<file path="src/rtl/intpol2_sched_pkg.sv">
// Shared definitions for the interpolator job scheduler: FSM encoding,
// core status bit positions and descriptor field offsets.
package intpol2_sched_pkg;

  localparam int unsigned CFG_W = 128;

  typedef enum logic [2:0] {
    S_IDLE  = 3'd0,
    S_CFG   = 3'd1,
    S_START = 3'd2,
    S_RUN   = 3'd3,
    S_DONE  = 3'd4,
    S_GAP   = 3'd5
  } sched_state_t;

  localparam int unsigned DONE_B  = 0;
  localparam int unsigned BUSY_B  = 1;
  localparam int unsigned EMPTY_B = 2;
  localparam int unsigned AFULL_B = 3;

  localparam int unsigned BYPASS_B = 0;
  localparam int unsigned IX_LSB   = 32;
  localparam int unsigned IX2_LSB  = 64;
  localparam int unsigned ILEN_LSB = 96;

  function automatic logic [CFG_W-1:0] pack_cfg(input logic bypass,
                                                 input logic [31:0] ix,
                                                 input logic [31:0] ix2,
                                                 input logic [31:0] ilen);
    logic [CFG_W-1:0] w;
    w = '0;
    w[BYPASS_B]             = bypass;
    w[IX_LSB   +: 32]       = ix;
    w[IX2_LSB  +: 32]       = ix2;
    w[ILEN_LSB +: 32]       = ilen;
    return w;
  endfunction

  function automatic logic is_stall(input logic [7:0] status);
    return status[EMPTY_B] || status[AFULL_B];
  endfunction

endpackage

</file>
<file path="src/rtl/intpol2_job_fifo.sv">
// Synchronous descriptor FIFO with flush; flush wins over push and pop.
module intpol2_job_fifo #(
  parameter int unsigned DEPTH = 4,
  parameter int unsigned WIDTH = 128
) (
  input  logic                     clk,
  input  logic                     rstn,
  input  logic                     push,
  input  logic                     pop,
  input  logic                     flush,
  input  logic [WIDTH-1:0]         din,
  output logic [WIDTH-1:0]         dout,
  output logic                     full,
  output logic                     empty,
  output logic [$clog2(DEPTH):0]   level
);

  localparam int unsigned AW = $clog2(DEPTH);
  localparam int unsigned LW = AW + 1;

  logic [WIDTH-1:0] mem [DEPTH];
  logic [AW-1:0]    wr_ptr;
  logic [AW-1:0]    rd_ptr;
  logic             do_push;
  logic             do_pop;

  // Full is judged before any same-cycle pop, so a full queue never accepts.
  assign full    = (level == LW'(DEPTH));
  assign empty   = (level == '0);
  assign do_push = push && !full && !flush;
  assign do_pop  = pop && !empty && !flush;
  assign dout    = mem[rd_ptr];

  always_ff @(posedge clk) begin
    if (do_push && !rstn) begin
      mem[wr_ptr] <= din;
    end
  end

  always_ff @(posedge clk) begin
    if (rstn || flush) begin
      wr_ptr <= '0;
      rd_ptr <= '0;
      level  <= '0;
    end else begin
      if (do_push) begin
        wr_ptr <= wr_ptr + 1'b1;
      end
      if (do_pop) begin
        rd_ptr <= rd_ptr + 1'b1;
      end
      case ({do_push, do_pop})
        2'b10:   level <= level + 1'b1;
        2'b01:   level <= level - 1'b1;
        default: level <= level;
      endcase
    end
  end

endmodule

</file>
<file path="src/rtl/intpol2_job_scheduler.sv">
// Walks the interpolator core through queued descriptors: config, start
// pulse, wait for done, count completion, with a stall watchdog.
module intpol2_job_scheduler
  import intpol2_sched_pkg::*;
#(
  parameter int unsigned JOB_DEPTH  = 4,
  parameter int unsigned GAP_CYCLES = 2,
  parameter int unsigned STALL_MAX  = 1024,
  parameter int unsigned CNT_WIDTH  = 16
) (
  input  logic                        clk,
  input  logic                        rstn,
  input  logic                        enable,
  input  logic                        flush,
  input  logic                        job_valid,
  output logic                        job_ready,
  input  logic [127:0]                job_cfg,
  input  logic [7:0]                  core_status,
  output logic                        core_start,
  output logic [127:0]                core_config_reg,
  output logic                        sched_busy,
  output logic                        job_done_pulse,
  output logic [CNT_WIDTH-1:0]        jobs_completed,
  output logic [CNT_WIDTH-1:0]        stall_cycles,
  output logic                        stall_timeout,
  output logic [$clog2(JOB_DEPTH):0]  q_level
);

  localparam int unsigned GW = (GAP_CYCLES > 1) ? $clog2(GAP_CYCLES) : 1;
  localparam int unsigned RW = $clog2(STALL_MAX + 1);

  sched_state_t   state;
  logic           start_q;
  logic           done_q;
  logic           done_rise;
  logic           stall;
  logic           launch;
  logic           fifo_full;
  logic           fifo_empty;
  logic [127:0]   head;
  logic [GW-1:0]  gap_cnt;
  logic [RW-1:0]  run_cnt;
  logic           unused_status;

  assign done_rise     = core_status[DONE_B] && !done_q;
  assign stall         = is_stall(core_status);
  assign launch        = (state == S_IDLE) && enable && !fifo_empty && !flush;
  assign job_ready     = !fifo_full && !flush && !rstn;
  assign core_start    = start_q && !rstn;
  assign sched_busy    = (state != S_IDLE) || !fifo_empty;
  assign unused_status = ^{core_status[7:4], core_status[BUSY_B]};

  intpol2_job_fifo #(
    .DEPTH (JOB_DEPTH),
    .WIDTH (CFG_W)
  ) u_fifo (
    .clk   (clk),
    .rstn  (rstn),
    .push  (job_valid && job_ready),
    .pop   (launch),
    .flush (flush),
    .din   (job_cfg),
    .dout  (head),
    .full  (fifo_full),
    .empty (fifo_empty),
    .level (q_level)
  );

  always_ff @(posedge clk) begin
    if (rstn) begin
      state           <= S_IDLE;
      start_q         <= 1'b0;
      done_q          <= 1'b0;
      core_config_reg <= '0;
      job_done_pulse  <= 1'b0;
      jobs_completed  <= '0;
      stall_cycles    <= '0;
      stall_timeout   <= 1'b0;
      gap_cnt         <= '0;
      run_cnt         <= '0;
    end else begin
      done_q         <= core_status[DONE_B];
      start_q        <= 1'b0;
      job_done_pulse <= 1'b0;
      case (state)
        S_IDLE: begin
          if (launch) begin
            core_config_reg <= head;
            state           <= S_CFG;
          end
        end
        S_CFG: begin
          // Watchdog is cleared as the start pulse is issued so START reads clean.
          start_q       <= 1'b1;
          stall_cycles  <= '0;
          stall_timeout <= 1'b0;
          run_cnt       <= '0;
          state         <= S_START;
        end
        S_START: begin
          state <= S_RUN;
        end
        S_RUN: begin
          if (stall) begin
            if (stall_cycles != '1) begin
              stall_cycles <= stall_cycles + 1'b1;
            end
            if (run_cnt != RW'(STALL_MAX)) begin
              run_cnt <= run_cnt + 1'b1;
            end
            if (run_cnt >= RW'(STALL_MAX - 1)) begin
              stall_timeout <= 1'b1;
            end
          end else begin
            run_cnt <= '0;
          end
          if (done_rise) begin
            job_done_pulse <= 1'b1;
            jobs_completed <= jobs_completed + 1'b1;
            state          <= S_DONE;
          end
        end
        S_DONE: begin
          gap_cnt <= '0;
          state   <= S_GAP;
        end
        S_GAP: begin
          if (gap_cnt == GW'(GAP_CYCLES - 1)) begin
            state <= S_IDLE;
          end else begin
            gap_cnt <= gap_cnt + 1'b1;
          end
        end
        default: begin
          state <= S_IDLE;
        end
      endcase
    end
  end

endmodule

</file>
<file path="config.mk">
export PLATFORM = sky130hd
export DESIGN_NAME = intpol2_job_scheduler
export DESIGN_NICKNAME = d
export VERILOG_FILES = /design/src/rtl/intpol2_sched_pkg.sv /design/src/rtl/intpol2_job_fifo.sv /design/src/rtl/intpol2_job_scheduler.sv
export SDC_FILE = /design/constraint.sdc
export NUM_CORES = 1
export LEC_CHECK = 0
export CAP_MARGIN = 0
export CORE_MARGIN = 5
export CORE_UTILIZATION = 40
export DETAILED_ROUTE_END_ITERATION = 10
export PLACE_DENSITY_LB_ADDON = 0.05
export SLEW_MARGIN = 30
export SYNTH_ARGS = -nofsm -noshare
export SYNTH_HDL_FRONTEND = slang
export SYNTH_SLANG_ARGS = --single-unit
</file>
<file path="constraint.sdc">
create_clock -name clk -period 9.6 [get_ports clk]
set_input_delay 1.92 -clock clk [delete_from_list [all_inputs] [get_ports clk]]
set_output_delay 1.92 -clock clk [all_outputs]
set_load 0.005 [all_outputs]
</file>
==> flow_metrics.tcl <==
set metrics [dict create \
    dr.pass1.iters 4 \
    dp_hpwl_um 34400 \
    drt_iter0_markers 637 \
    seq_area_frac_synth_pct 74.6 \
    synth.avg_cell_area_um2 16.2 \
    routed_wl_um 60100 \
    p_seq_share_pct 51.0 \
    clk_latency_ns 0.60 \
    nets 2039 \
    synth.most_common_cell "edfxtp_1" \
    critPathBufInv 2 \
    ios 309 \
    crit_type "in2out" \
    routedWlPerCell_um 21.5 \
    cp_slowest_stage_delay_ns 0.62 \
    path_delay_family "buffers and inverters" \
    grt_pass1_wl_um 92100 \
    cpMostUsedCell "clkdlybuf4s50_1" \
    fin_crit_sh_pct 60.3 \
    fp.dieH_um 263 \
    synth-seq-cells 698 \
    skew_ns 0.0173 \
    synth_top_area_share_pct 60.0 \
    cts_root_buffer "clkbuf_16" \
    syn_area_mm2 0.0256 \
    place.gp.congestion 0.767 \
    drive_gt1_share_pct 13.9 \
    cts_hold_buf 0 \
    power_mw 6.46 \
    rows 92 \
    die_x_um 263 \
    grt_pass1_vias 14700 \
    vias 14200 \
    max_freq_mhz 173 \
    cts_made_buffers 76 \
    setup-tns-final_ns 0 \
    synth_top_cell_by_area "edfxtp_1" \
    path_max_fanout 8 \
    slew_viol_final 0 \
    hold_class "reg2reg" \
    dieArea_mm2 0.0692 \
    p_int_mw 5.15 \
    cts_buffer_depth 3 \
    finalHoldViolCount 0 \
    rsz0062_at_grt "no" \
    final_core_util_pct 50.8 \
    start_util_pct 40.5 \
    core_mm2 0.0632 \
    placed_area_mm2 0.0295 \
    port_buffers 303 \
    synthTopCellsByCount "512 x edfxtp_1, 286 x nand2_1, 186 x dfxtp_1" \
    cts.clk_slew.worst_paths_ns 0.06 \
    path_cells "clkdlybuf4s50_1 -> or2_2 -> a31oi_1 -> clkdlybuf4s50_1" \
    finalInstanceArea_mm2 0.0321 \
    pwr-share-comb_pct 3.8 \
    required_ns 7.68 \
    yosysWarnings 0 \
    drc 0 \
    synth-edff-count 512 \
    grt_usage_pct 17.2 \
    synth_area_leaders "edfxtp_1 60%, dfxtp_1 15%, mux4_2 11%" \
    slew_headroom_pct 36.1 \
    cp_slowest_cell "clkdlybuf4s50_1" \
    crit_path_end_kind "output pin" \
    setup_viol 0 \
    synthArstFlopShare_pct 0 \
    min_period_ns 5.79 \
    worst_slack_ns 3.81 \
    start_kind "input port" \
    cts_resized 0 \
    grt_max_degree 69 \
    ys_types 51 \
    htreeDepth 3 \
    cts_sinks 698 \
    grt_overflow_total 0 \
    syn_nets 1728 \
    swShare_pct 20.3 \
    crit_arrival_ns 3.87 \
    p_per_area_mw_per_mm2 201 \
    peakVddDrop_mv 0.136 \
    p_switching_mw 1.31 \
    post_cts_buffers 0 \
    leakage_nw 9.97 \
    clockPowerShare_pct 45.2 \
    status "complete, no violations" \
    drtAntennaViolNets 0 \
    antenna_found_initial 12 \
    routed_via_density 5.07 \
    largest_reg_flops 512 \
    drv_cap 0 \
    synthCells 1577 \
    cts_tree "built" \
    synth_ff_type "edfxtp_1" \
    syn2layout_area_growth_pct 25.3 \
    worst_pin_slew_ns 0.958 \
    dp_slack_ns 3.83 \
    fillers 5345 \
]
[tightest hold or removal path, cell delays in order, from the launching register on]
cell and delay, ns:
dfxtp_1 0.30, nand2_1 0.05, a21oi_1 0.05
[layout make-up]
class	instances	area [um^2]	area share [%]
Sequential cell	698	19100	59.5
Multi-Input combinational cell	774	6110	19.0
Timing Repair Buffer	321	3200	9.98
Clock buffer	106	2170	6.75
Tap cell	846	1060	3.30
Clock inverter	34	368	1.15
Inverter	17	66.3	0.207
Antenna cell	3	7.51	0.0234
[metal layers]
layer,global-route usage [%],share of wire [%],up-vias,routed length [um]
met1,22.5,43,7204,25700
li1,-,-,6600,-
met3,4.58,5.9,72,3540
met5,0,0.23,-,138
met4,4.22,1.4,18,848
met2,28.8,50,283,29900
[kinds of logic after synthesis]
family,Yosys count,share of synthesized area [%]
flops,698,74.6
compound gates,187,3.94
xor+xnor,27,0.923
mux,131,11.4
buf+inv,105,1.71
fa+ha+maj,10,0.518
simple gates,419,6.97
[cells in the final DEF, fill, tap and decap left out, types with 11 or more instances in the layout]
cell type / synthesis / routed
a21oi_1: 150 / 150
buf_4: 0 / 16
clkbuf_1: 56 / 17
clkbuf_16: 0 / 78
clkbuf_8: 0 / 11
clkdlybuf4s50_1: 0 / 302
clkinv_1: 1 / 12
clkinv_2: 0 / 11
dfxtp_1: 186 / 184
edfxtp_1: 512 / 512
inv_1: 16 / 16
mux4_2: 128 / 128
nand2_1: 286 / 285
nand3_1: 15 / 15
nor2_1: 52 / 52
nor3_1: 15 / 15
o21ai_0: 14 / 14
xnor2_1: 12 / 12
xor2_1: 15 / 15
[per-stage QoR]
stage	hold slack, ns	instances
detailed placement	0.445	2656
floorplan	0.453	1577
global placement	0.442	2655
CTS	0.453	2796
finish	0.452	2799
global route	0.466	2796
[final timing paths]
path	start	endpoint	slack [ns]	depth (start not counted)
worst max-delay path	flush	job_ready	3.81	4
worst min-delay path	core_config_reg[80]$_SDFFE_PP0P_	core_config_reg[80]$_SDFFE_PP0P_	0.45	2
worst max register to register	u_fifo.level[2]$_SDFFE_PP0P_	u_fifo.level[2]$_SDFFE_PP0P_	6.24	10
worst min register to register	core_config_reg[80]$_SDFFE_PP0P_	core_config_reg[80]$_SDFFE_PP0P_	0.45	2
[power groups by stage]
stage / Sequential, mW / Combinational [mW] / Clock, mW
after floorplan: 3.35 / 0.127 / 0
after global placement: 3.36 / 0.245 / 0
after detailed placement: 3.36 / 0.250 / 0
after CTS: 3.29 / 0.251 / 3.01
after global routing: 3.30 / 0.268 / 3.14
final: 3.29 / 0.247 / 2.92
(Power assumes the default switching activity.)
